$ cat src/rtl/multi_tick_gen.sv
// multi_tick_gen: NCH independent programmable tick generators sharing one clock.
// Each channel divides clk by a run-time divisor D. It emits a one-cycle tick
// per period and, optionally, a 50% square wave.
// A written divisor is held as pending and swapped in only at a period boundary.
// A channel that is stopped (disabled, or running D=0) takes it at the next edge.
// Optional feature: define MULTI_TICK_GEN_SQ_EN to build the square-wave toggle
// flops; otherwise sq is tied to 0.
module multi_tick_gen #(
  parameter int NCH     = 4,
  parameter int CW      = 20,
  parameter int DEF_DIV = 50000
) (
  input  logic                                 clk,
  input  logic                                 rst,
  input  logic [NCH-1:0]                       en,
  input  logic                                 sync_clr,
  input  logic                                 wr_en,
  input  logic [((NCH > 1) ? $clog2(NCH) : 1)-1:0] wr_ch,
  input  logic [CW-1:0]                        wr_div,
  output logic [NCH-1:0]                       tick,
  output logic [NCH-1:0]                       sq,
  output logic [NCH-1:0]                       pend
);

  localparam int            CHW   = (NCH > 1) ? $clog2(NCH) : 1;
  localparam logic [CW-1:0] DEF_D = CW'(DEF_DIV);

  for (genvar i = 0; i < NCH; i++) begin : g_ch
    logic [CW-1:0] cnt_q, cnt_d;
    logic [CW-1:0] act_q, act_d;
    logic [CW-1:0] pdiv_q, pdiv_d;
    logic          pend_q, pend_d;
    logic          tick_q, tick_d;
    logic          wr_hit, running, wrap, new_pend, activate;
    logic [CW-1:0] new_pdiv;

    // Out-of-range channel indices never match any channel, so they are dropped.
    assign wr_hit   = wr_en && (wr_ch == CHW'(i));
    assign running  = en[i] && (act_q != '0);
    // act_q is non-zero whenever running, so act_q - 1 cannot underflow.
    assign wrap     = running && (cnt_q == act_q - CW'(1));
    // A write on this edge is merged in first, so it can activate on this same edge.
    assign new_pend = wr_hit || pend_q;
    assign new_pdiv = wr_hit ? wr_div : pdiv_q;
    assign activate = new_pend && (wrap || !running);

    // Next-state: sync_clr outranks activation, which outranks counting.
    always_comb begin
      cnt_d  = cnt_q;
      act_d  = act_q;
      pdiv_d = new_pdiv;
      pend_d = pend_q;
      tick_d = 1'b0;
      if (sync_clr) begin
        cnt_d  = '0;
        act_d  = new_pdiv;
        pend_d = 1'b0;
        tick_d = 1'b0;
      end else begin
        act_d  = activate ? new_pdiv : act_q;
        pend_d = new_pend && !activate;
        tick_d = wrap;
        cnt_d  = (running && !wrap) ? cnt_q + CW'(1) : '0;
      end
    end

    // Channel state registers with synchronous reset to the default divisor.
    always_ff @(posedge clk) begin
      if (rst) begin
        cnt_q  <= '0;
        act_q  <= DEF_D;
        pdiv_q <= DEF_D;
        pend_q <= 1'b0;
        tick_q <= 1'b0;
      end else begin
        cnt_q  <= cnt_d;
        act_q  <= act_d;
        pdiv_q <= pdiv_d;
        pend_q <= pend_d;
        tick_q <= tick_d;
      end
    end

    assign tick[i] = tick_q;
    assign pend[i] = pend_q;

`ifdef MULTI_TICK_GEN_SQ_EN
    logic sq_q, sq_d;

    // Square wave flips on every wrap; sync_clr forces it low.
    always_comb begin
      sq_d = sq_q ^ wrap;
      if (sync_clr) sq_d = 1'b0;
    end

    // Square-wave toggle flop.
    always_ff @(posedge clk) begin
      if (rst) sq_q <= 1'b0;
      else     sq_q <= sq_d;
    end

    assign sq[i] = sq_q;
`else
    assign sq[i] = 1'b0;
`endif
  end

endmodule

$ cat config.mk
export PLATFORM = sky130hd
export DESIGN_NAME = multi_tick_gen
export DESIGN_NICKNAME = d
export VERILOG_FILES = /design/src/rtl/multi_tick_gen.sv
export SDC_FILE = /design/constraint.sdc
export NUM_CORES = 1
export LEC_CHECK = 0
export CAP_MARGIN = 40
export CORE_MARGIN = 2
export CORE_UTILIZATION = 50
export DETAILED_ROUTE_END_ITERATION = 6
export MAX_ROUTING_LAYER = met4
export PLACE_DENSITY = 0.67
export REMOVE_ABC_BUFFERS = 1
export SYNTH_ARGS = -nofsm -noshare
export SYNTH_HDL_FRONTEND = slang
export SYNTH_SLANG_ARGS = --single-unit
$ cat constraint.sdc
create_clock -name clk -period 3.2 [get_ports clk]
set_clock_uncertainty 0.1 [all_clocks]
set_input_delay 0.32 -clock clk [delete_from_list [all_inputs] [get_ports clk]]
set_output_delay 0.32 -clock clk [all_outputs]
set_load 0.01 [all_outputs]
==> results of run 1 <==
## registers in the layout, summed over array words and instances (netlist names)
register and cells:
g_ch.pdiv_q 80, g_ch.cnt_q 80, g_ch.pend_q 4, g_ch.act_q 80, g_ch.tick_q 4
## cells by family after synthesis
family,after synthesis,synth area share [%]
adder cells (fa/ha/maj),8,0.8216
AND/OR/NAND/NOR,635,25.90
multiplexers,6,0.5135
XOR/XNOR,166,11.93
AO/OA/AOI/OAI,248,14.61
flip-flops,248,40.75
buffers and inverters,150,5.433
other,1,0.03078
## power by group
group	internal [mW]	switching, mW
logic	0.263	0.338
clock network	2.05	1.22
registers	3.17	0.0510
total	5.48	1.61
## layout make-up
cell class | count | area [um^2]
fill | 2146 | 9584
multi-input combinational | 1067 | 6804
sequential | 248 | 4969
timing repair buffer | 123 | 1184
clock buffer | 36 | 759.5
tap | 324 | 405.4
inverter | 59 | 221.5
clock inverter | 10 | 178.9
## worst paths after layout
check	to	slack, ps	cells after the start
min reg2reg	g_ch[1].pdiv_q[10]$_SDFF_PP0_	360	2
max	g_ch[1].act_q[9]$_SDFFE_PP1P_	50	11
min	g_ch[2].tick_q$_SDFF_PP0_	140	4
max reg2reg	g_ch[1].act_q[9]$_SDFFE_PP1P_	50	11
## metrics by stage
| step | TNS [ps] | util (%) |
|---|---|---|
| 2_1_floorplan | -20700 | - |
| 3_3_place_gp | 0 | 54.94 |
| 3_5_place_dp | -313.0 | 54.94 |
| 4_1_cts | 0 | 58.89 |
| 5_1_grt | -406.7 | 60.24 |
| 6_report | 0 | 60.24 |
## metal layers
layer  track usage, %  part of all wire (%)
met4            4.300                   1.2
met1            30.49                    47
met2            35.91                    47
met5                -                     0
met3            3.247                   5.3
## worst max-delay path, cell delays in order, from the launching register on
cell and delay [ps]:
dfxtp_2 320, inv_2 60, ha_4 120, or3b_4 370, or4_4 530, or4_4 430
and3_4 180, nand2b_4 140, nor4_4 350, nor3_4 130, clkbuf_16 180, a2bb2oi_2 120
## cells in the mapped netlist, types with 12 or more instances
| master | count |
|---|---|
| nor4_1 | 23 |
| a21oi_1 | 87 |
| clkbuf_1 | 60 |
| dfxtp_1 | 248 |
| inv_1 | 59 |
| nor3_1 | 29 |
| and3_1 | 26 |
| xor2_1 | 79 |
| nand4_1 | 24 |
| or4_1 | 17 |
| xnor2_1 | 87 |
| buf_4 | 13 |
| or2_2 | 15 |
| o21ai_0 | 15 |
| a2bb2oi_1 | 12 |
| nand3b_1 | 30 |
| nand3_1 | 49 |
| o2bb2ai_1 | 14 |
| nand2_1 | 209 |
| a22o_1 | 28 |
| a32o_1 | 14 |
| nor2_1 | 148 |
## timing repair
| action | in CTS | in global routing |
|---|---|---|
| resized for setup | 2 | 49 |
| cloned | 0 | 4 |
| endpoints found under the setup margin | 20 | 151 |
| pin swaps | 0 | 21 |
==> results.md, run 1 <==
- Yosys warnings: 0
- Count of non-filler cells in the finished layout: 1,867
- Clk root buf: clkbuf_16
- Startpoint Class: flip-flop
- Synth async-reset ratio: 0%
- Critical path arrival: 3470 ps
- CTS clk-pin slew, worst paths: 60 ps
- Synthesized flop and latch total: 248
- Drt first pass iters: 5
- Die H: 160.1 um
- CTS buffer count: 27
- Clock Latency Late Sink: 530 ps
- Post-route DRC: 0
- DRT antenna net count: 0
- Most common cell after layout, fill and taps aside: dfxtp_1
- Width of the die: 160.1 um
- Num rows: 57
- Worst-case clock buffer depth: 3
- Pleak: 5.404 nW
- Max Cap Violations: 0
- CTS tree: built
- Syn_area_per_cell: 8.333 um^2
- Cell variety after synth: 80
- Initial core utilization: 50.54%
- Drt via density: 5.509
- Vias in the first global route: 9,493
- Tot Pwr: 7.090 mW
- Synth top area cells: dfxtp_1 41%, nand2_1 6.4%, xnor2_1 6.3%
- Share of layout cells above drive strength 1: 13.29%
- Yosys top cell area share: 40.75%
- Commonest cells after routing, fill and taps aside: 245 x dfxtp_1, 208 x nand2_1, 148 x nor2_1
- Worst slew pin tran: 758.4 ps
- Cell Area, Synth: 12,180 um^2
- P&R area growth vs syn: 19.19%
- Num ports: 42
- Endpoints failing hold: 0
- Post-Route WL: 29.20 mm
- Placement Setup Slack: -33.93 ps
- RSZ-0062 raised after global routing: yes
- Via count: 10,285
- Largest net degree at the start of global routing: 81
- Crit path kind: flip-flop to flip-flop
- Mapped Cells: 1,462
- Ys flop type: dfxtp_1
- Hold Crit Class: input pin to flip-flop
- Antenna violations before repair: 0
- Core area: 24,110 um^2
- Placed cells: 1,817
- Overflow after GRT: 0
- Setup violation total in the final timing report: 0
- Number of flops mapped to enable cells by yosys: 0
- Hold path start: rst
- NumNets Final: 1,564
- Fin crit period: 3148 ps
- N_diodes: 0
- First-pass GRT wire length: 46.84 mm
- Placed inst area: 13,240 um^2
- Initial detailed-routing violation count: 756
- Crit end category: flip-flop
- Sequential cell area fraction in the yosys report: 40.75%
- Run status: finished, final reports clean
- Max VDD drop: 0.3051 mV
- Final Cell Area: 14,520 um^2
- Clock sink count: 248
- Required @ worst endpoint: 3520 ps
- Port bufs: 37
- Worst setup path start: g_ch[1].act_q[1]$_SDFFE_PP0P_
- Critical Path Fanout Max: 5
- Slew HR: 49.44%
- Largest area contributor in the netlist: dfxtp_1
- Slew Viols, Final: 0
- F_max: 317.7 MHz
- Post-CTS Setup Repair Bufs: 0
- Cts hold-fix bufs: 0
- DR WL/cell: 15.64 um
- H-Tree Depth: 1
- FF-to-FF Start: g_ch[1].act_q[1]$_SDFFE_PP0P_
- GRT Resource Usage Total: 22.43%
- Power Density: 488.3 nW/um^2
- Final worst-path cycle share: 98.37%
- Die area: 25,630 um^2
- Detailed placer's ending HPWL: 20.64 mm
- Min Hold Slack: 136.4 ps
- GPL Wtd Cong: 0.9221
- Setup WS post-layout: 52.10 ps
No activity file was read; power rests on OpenSTA's default activity.
==> inputs of run 2 (changes only) <==
--- a/config.mk
+++ b/config.mk
@@ -6,7 +6,7 @@
 export NUM_CORES = 1
 export LEC_CHECK = 0
 export CAP_MARGIN = 40
-export CORE_MARGIN = 2
+export CORE_MARGIN = 5
 export CORE_UTILIZATION = 50
 export DETAILED_ROUTE_END_ITERATION = 6
 export MAX_ROUTING_LAYER = met4
==> results.md, run 2 (synthesis gave the netlist of run 1 again) <==
- Largest net degree at the start of global routing: 68 (-16%)
- Number of fill cells: 2,158 (+0.56%)
- Fin crit period: 3150 ps (+2.574 ps)
- Power Internal: 5.263 mW (-4.0%)
- Crit end category: flip-flop
- Initial detailed-routing violation count: 687 (-9.1%)
- Pleak: 5.459 nW (+1.0%)
- Switching portion of total power: 23.90% (+1.2 points)
- Drt first pass iters: 5 (unchanged)
- Tot Pwr: 6.917 mW (-2.4%)
- Critical path arrival: 3480 ps (about the same)
- Run status: finished, final reports clean
- Detailed placer's ending HPWL: 21.13 mm (+2.4%)
- Drt via density: 5.581 (+1.3%)
- Comb power frac: 9.0% (+0.5 points)
- Initial core utilization: 50.39% (-0.15 points)
- P&R area growth vs syn: 20.65%
- Count of non-filler cells in the finished layout: 1,876 (+0.48%)
- Startpoint Class: flip-flop
- Crit path kind: flip-flop to flip-flop
- Clock Latency Late Sink: 540 ps (about the same)
- Hold Crit Class: input pin to flip-flop
- Power Density: 470.6 nW/um^2 (-3.6%)
- CTS tree: built
- Setup violation total in the final timing report: 0 (unchanged)
- RSZ-0062 raised after global routing: yes
- Vias in the first global route: 9,762 (+2.8%)
- CTS clk-pin slew, worst paths: 60 ps (about the same)
- F_max: 317.4 MHz (about the same)
- Clock power share: 44.5% (-1.6 points)
- Worst slew pin tran: 682.0 ps (-76.46 ps)
- Multi-input gate area: 6970 um^2 (+2.4%)
- Post-Route WL: 29.99 mm (+2.7%)
- Slew Viols, Final: 0 (unchanged)
- Antenna violations before repair: 0 (unchanged)
- GRT Resource Usage Total: 20.83% (-1.6 points)
- Commonest cells after routing, fill and taps aside: 242 x dfxtp_1, 208 x nand2_1, 139 x nor2_1
- Overflow after GRT: 0 (unchanged)
- Placed cells: 1,820 (+0.17%)
- Most common cell after layout, fill and taps aside: dfxtp_1
- Endpoints failing hold: 0 (unchanged)
- Worst-case clock buffer depth: 3 (unchanged)
- First-pass GRT wire length: 47.95 mm (+2.4%)
- Share of layout cells above drive strength 1: 15.53% (+2.2 points)
- CTS buffer count: 27 (unchanged)
- GPL Wtd Cong: 0.8643 (-6.3%)
- DRT antenna net count: 0 (unchanged)
- H-Tree Depth: 1 (unchanged)
- Sw Pwr: 1.653 mW (+2.8%)
- Seq pwr share: 46.5% (+1.1 points)
- NumNets Final: 1,572 (+0.51%)
- Die area: 27,590 um^2 (+7.6%)
- Post-route DRC: 0 (unchanged)
- N_diodes: 0 (unchanged)
- Via count: 10,470 (+1.8%)
- Width of the die: 166.1 um (+3.7%)
- Port bufs: 37 (unchanged)
- Register area: 4972 um^2 (about the same)
- Clock sink count: 248 (unchanged)
- Final worst-path cycle share: 98.45% (about the same)
- Max Cap Violations: 0 (unchanged)
- Required @ worst endpoint: 3530 ps (about the same)
- Critical Path Fanout Max: 5 (unchanged)
- Die H: 166.1 um (+3.7%)
- Clk root buf: clkbuf_16
- DR WL/cell: 15.98 um (+2.2%)
- Biggest registers after layout: g_ch.act_q x80, g_ch.cnt_q x80, g_ch.pdiv_q x80
- Slew HR: 54.19% (+4.7 points)
- Core area: 24,180 um^2 (+0.30%)
- Num ports: 42 (unchanged)
- Num rows: 57 (unchanged)
- Max VDD drop: 0.3972 mV (+30%)
run 2: changes by cell type in the layout (fill, tap and decap cells not counted), moves of 3 or more:
cell	before	now
dfxtp_2	3	6
nor2_4	0	4
bufinv_16	5	2
inv_1	56	53
nor2_1	148	139
dfxtp_1	245	242
inv_2	3	6
buf_4	71	78
nor2_2	0	5
o2bb2ai_1	12	0
o2bb2ai_2	2	12
run 2: power by group through the flow:
| stage | logic, mW | registers, mW | clock network (mW) |
|---|---|---|---|
| floorplan | 0.304 | 3.28 | 0 |
| global placement | 0.552 | 3.28 | 0 |
| detailed placement | 0.559 | 3.28 | 0 |
| CTS | 0.563 | 3.21 | 3.15 |
| global route | 0.679 | 3.22 | 3.29 |
| finish | 0.623 | 3.22 | 3.08 |
run 2: worst max-delay path, cell delays in order (launching register included):
cell	delay [ps]
dfxtp_2	320
inv_2	60
ha_4	130
or3b_4	370
or4_4	520
or4_4	420
and3_4	180
nand2b_4	140
nor4_4	380
nor3_4	120
clkbuf_16	190
o2bb2ai_2	110
run 2: area by class of cell:
type / count / area share (%)
tap: 324 / 2.758
sequential: 248 / 33.83
multi-input combinational: 1067 / 47.42
inverter: 59 / 1.507
timing repair buffer: 131 / 8.521
clock inverter: 10 / 0.7746
clock buffer: 37 / 5.192
run 2: final timing paths:
kind | cells after the start | endpoint | from | slack, ps
worst max-delay path | 11 | g_ch[1].act_q[1]$_SDFFE_PP0P_ | g_ch[1].act_q[1]$_SDFFE_PP0P_ | 50
worst min-delay path | 2 | g_ch[0].pdiv_q[12]$_SDFF_PP0_ | rst | 100
worst max register to register | 11 | g_ch[1].act_q[1]$_SDFFE_PP0P_ | g_ch[1].act_q[1]$_SDFFE_PP0P_ | 50
worst min register to register | 2 | g_ch[1].pdiv_q[10]$_SDFF_PP0_ | g_ch[1].pdiv_q[10]$_SDFF_PP0_ | 360
run 2: what timing repair did:
item,in CTS,in global routing
pin swaps,3,31
hold buffers,0,0
setup buffers,0,2
gates cloned,0,8
gates resized for setup,3,86
endpoints found under the setup margin,50,158
run 2: through the flow:
step	area, um^2	TNS [ps]	utilization, %	hold WS, ps	setup slack [ps]
finish	14700	0	60.80	95.04	49.52
global route	14700	-1407	60.80	107.5	-77.62
CTS	14150	0	58.53	64.88	7.519
detailed placement	13250	-949.3	54.82	352.8	-58.60
global placement	13250	-49.11	54.82	347.9	-10.72
floorplan	11750	-20700	-	300.5	-463.1
run 2: per-layer routing:
metal / global-route usage [%] / share of wire (%) / routed length [um]
met1: 28.28 / 47 / 14220
met5: - / 0 / 0
met4: 4.555 / 1.6 / 480
met2: 33.50 / 46 / 13930
met3: 2.737 / 4.5 / 1357
